===== src/rtl/codificador_8_a_3.sv =====
// codificador_8_a_3
// 8-to-3 binary encoder with enable. It has a combinational code path and a
// one-cycle registered copy of that path.
//
// Each code bit is the XOR of the four input bits whose index has that bit set.
// A one-hot input produces its index. Any other input produces the XOR of the
// indices of all set bits. This is a parity code, not a priority result.
//
// Ports
//   clk      in   system clock; the registered outputs update on the rising edge
//   rst_n    in   asynchronous active-low reset; clears s_q and onehot_q only
//   en       in   enable; 0 forces s to 0 and onehot to 0
//   e[7:0]   in   input vector; bit i stands for index i
//   s[2:0]   out  combinational code
//   s_q[2:0] out  s registered on the rising clk edge
//   onehot   out  combinational flag: en=1 and exactly one bit of e is set
//   onehot_q out  onehot registered on the rising clk edge
module codificador_8_a_3 (
  input  logic       clk,
  input  logic       rst_n,
  input  logic       en,
  input  logic [7:0] e,
  output logic [2:0] s,
  output logic [2:0] s_q,
  output logic       onehot,
  output logic       onehot_q
);

  logic [2:0] code_d;
  logic [2:0] code_q;
  logic       valid_d;
  logic       valid_q;
  logic [3:0] ones;

  // Code bits. Reset deliberately does not gate this path.
  always_comb begin
    code_d = '0;
    if (en) begin
      code_d[0] = e[1] ^ e[3] ^ e[5] ^ e[7];
      code_d[1] = e[2] ^ e[3] ^ e[6] ^ e[7];
      code_d[2] = e[4] ^ e[5] ^ e[6] ^ e[7];
    end
  end

  // Population count of e. It separates e=8'h00 from e=8'h01,
  // because both of those inputs give the code 0.
  always_comb begin
    ones = '0;
    for (int unsigned i = 0; i < 8; i++) begin
      ones = ones + {3'b000, e[i]};
    end
  end

  always_comb begin
    valid_d = en && (ones == 4'd1);
  end

  // The registers have no load enable and sample on every edge.
  // Reset clears them at once, so any pending update is dropped.
  always_ff @(posedge clk or negedge rst_n) begin
    if (!rst_n) begin
      code_q  <= '0;
      valid_q <= 1'b0;
    end else begin
      code_q  <= code_d;
      valid_q <= valid_d;
    end
  end

  assign s        = code_d;
  assign onehot   = valid_d;
  assign s_q      = code_q;
  assign onehot_q = valid_q;

endmodule


===== config.mk =====
export PLATFORM = sky130hd
export DESIGN_NAME = codificador_8_a_3
export DESIGN_NICKNAME = d
export VERILOG_FILES = /design/src/rtl/codificador_8_a_3.sv
export SDC_FILE = /design/constraint.sdc
export NUM_CORES = 1
export LEC_CHECK = 0
export CORE_AREA = 3 3 40 42
export DETAILED_ROUTE_END_ITERATION = 8
export DIE_AREA = 0 0 43 45
export PLACE_DENSITY_LB_ADDON = 0.08
export SKIP_LAST_GASP = 1
export SYNTH_ARGS = -nofsm -noshare
export SYNTH_HDL_FRONTEND = slang
export SYNTH_SLANG_ARGS = --single-unit

===== constraint.sdc =====
create_clock -name clk -period 3.7 [get_ports clk]
set_clock_uncertainty 0.2 [all_clocks]
set_input_delay 0.37 -clock clk [delete_from_list [all_inputs] [get_ports clk]]
set_output_delay 0.37 -clock clk [all_outputs]
set_load 0.005 [all_outputs]

==> out/qor.txt <==
post-route cell area: 697 µm²
per-cell routed wire length: 9.17 µm
Final #Nets: 88
Post-Synth XOR/XNOR Area: 0.199
hold buffer count at cts: 0
CP Capture Type: output pin
depth of the CTS H-tree: 1
mean post-synth cell area: 9.98 µm²
die footprint: 0.00194 mm²
IO Pins: 19
maximum vdd drop: 0.178 mV
Critical Path Fanout Max: 2
Num Clock Sinks: 4
Yosys reg bits: 4
first-pass GRT wire length: 1.27 mm
unrepaired setup endpoints after global routing: yes
Mapped Cells: 39
Critical Path RT: 3.13 ns
cell breakdown of the critical path: buf_8, inv_4, fa_1, fa_1, fa_1, inv_2, ha_4, inv_2, fa_2, a211oi_2, mux2i_1, nor2_2, buf_2
area leader, netlist: dfrtp_1
Syn Std Cell Area: 389 µm²
DPL Wire Length: 669 µm
vias: 324
Hold Path Class: in2async
Placed Area: 641 µm²
Relative slew margins: 0.887
root buffer cell: clkbuf_4
unique cell type count in the Yosys netlist: 13
Total Power: 236 µW
via/cell ratio: 3.90
final WL: 761 µm
Die X: 43 µm
initial antenna violation count: 0
Row Count: 13
Core ar.: 0.00128 mm²
First-pass DRT Iterations: 1
largest net degree at the start of global routing: 5
Num CTS Buffers: 3
Synth top cells by count: 13 x inv_1, 5 x xnor2_1, 4 x dfrtp_1, 4 x fa_1, 3 x ha_1
worst stage delay on the critical path: 0.54 ns
gp weighted congestion: 0.652
Largest delay share family, worst path: adder cells
Critical Path Slowest Stage Cell: fa_1
Synth top area share: 0.257
Die Height: 45 µm
simple-gate share of the synthesized area: 0.0707
EDFF count, synth: 0
top cells by area, synth: dfrtp_1 26%, fa_1 21%, inv_1 13%, xnor2_1 11%, ha_1 9.6%
vias in the first global route: 325
CP Launch Type: primary input
Slew Limit Fails: 0
clock slew at reported path FFs: 0.03 ns
port buffer count: 18
max_cap viols: 0
status: finished, final reports clean
multiplexer share of the synthesized area: 0.0257
CP Buf/Inv Count: 5
Tcrit/Tclk final: 0.969
Adder-Cell Fraction of Synth Area: 0.302
Area Overhead vs Synth: 79.1%
antenna-violating nets left: 0
final hold slack: 0.139 ns
Seq/Total Area, Yosys: 0.257
setup tns final: 0 ns
total grt overflow: 0
Clock Path Buffers: 2
Peak Freq: 279 MHz
Antenna diodes: 0
layout cells sized above 1: 0.368
Synth Warn #: 0
Tmin final: 3.59 ns
kind of critical path: in2out
Slew @ Worst Pin: 0.165 ns
Synthesized Nets: 57
largest family of logic cells by synthesized area: adder cells
most frequent cell after synthesis: inv_1
top_reg_cell synth: dfrtp_1
compound-cell area share of the yosys netlist: 0.0193
DRT iter0 DRCs: 0
total leakage power: 0.340 nW
TritonCTS clock tree: yes
DR DRC count: 0
most used cell, CP: fa_1
Final Hold Vio Count: 0
Final Util: 0.542
post-synthesis async set-or-reset flop share: 1.00
Pwr per Cell Area: 338 mW/mm²
WP data arrival: 3.02 ns
starting density of the core: 0.303
Total Routing Usage GR: 0.0891
Final Setup Violations: 0
## flip-flops by register name, indices dropped and copies added, names as in the netlist
name,flops
onehot_q,1
s_q,3
## worst paths after layout
check | cells after the start | slack (ns) | startpoint | end
worst max-delay path | 13 | 0.11 | e[1] | onehot
worst min-delay path | 1 | 0.14 | rst_n | s_q[2]
max in group asynchronous | 1 | 3.01 | rst_n | onehot_q
min in group clk | 5 | 0.42 | e[1] | s_q[0]
## metal layers
| metal | wire length [µm] | GRT usage | vias up |
|---|---|---|---|
| met3 | 44 | 0 | 0 |
| met5 | 0 | 0 | - |
| met2 | 404 | 0.144 | 9 |
| li1 | - | - | 170 |
| met4 | 0 | 0.0723 | 0 |
| met1 | 311 | 0.114 | 145 |
## cell type report
cell class,instances,area [µm²]
Sequential cell,4,100
Multi-Input combinational cell,22,268
Timing Repair Buffer,26,236
Fill cell,132,588
Tap cell,15,18.8
Clock buffer,3,22.5
Inverter,13,51.3
## where the power goes
group,switching [mW],internal (mW)
Clock,0.0149,0.0361
Sequential,0.00141,0.0501
Combinational,0.0530,0.0801
## cells by family (layout without fill, tap and decap cells)
logic type	Yosys count	after routing
muxes	1	1
AOI/OAI and AO/OA	1	1
buffers and inverters	13	42
adders and majority gates	7	7
xor gates and xnor gates	8	8
DFF	4	4
and+or+nand+nor	5	5
## through the flow
step	instances	setup WS (ns)
global route	83	-0.0823
finish	83	0.114
CTS	82	0.00431
detailed placement	79	-0.819
floorplan	39	0.277
global placement	79	-0.795
## placed cells by master (no fill, tap or decap), drive strengths merged
cell type,n
fa,4
clkbuf,3
buf,12
and2,2
xor2,2
dfrtp,4
nor2,1
ha,3
clkdlybuf4s50,14
inv,13
nor2b,1
nand3,1
a211oi,1
xnor2,6
mux2i,1
## repair_timing
action,4_1_cts,5_1_grt
pin swaps,7,6
resized for setup,23,6
buffers inserted,0,1
endpoints found under the setup margin,1,1
Note: power is estimated with default switching activity, not from simulation.
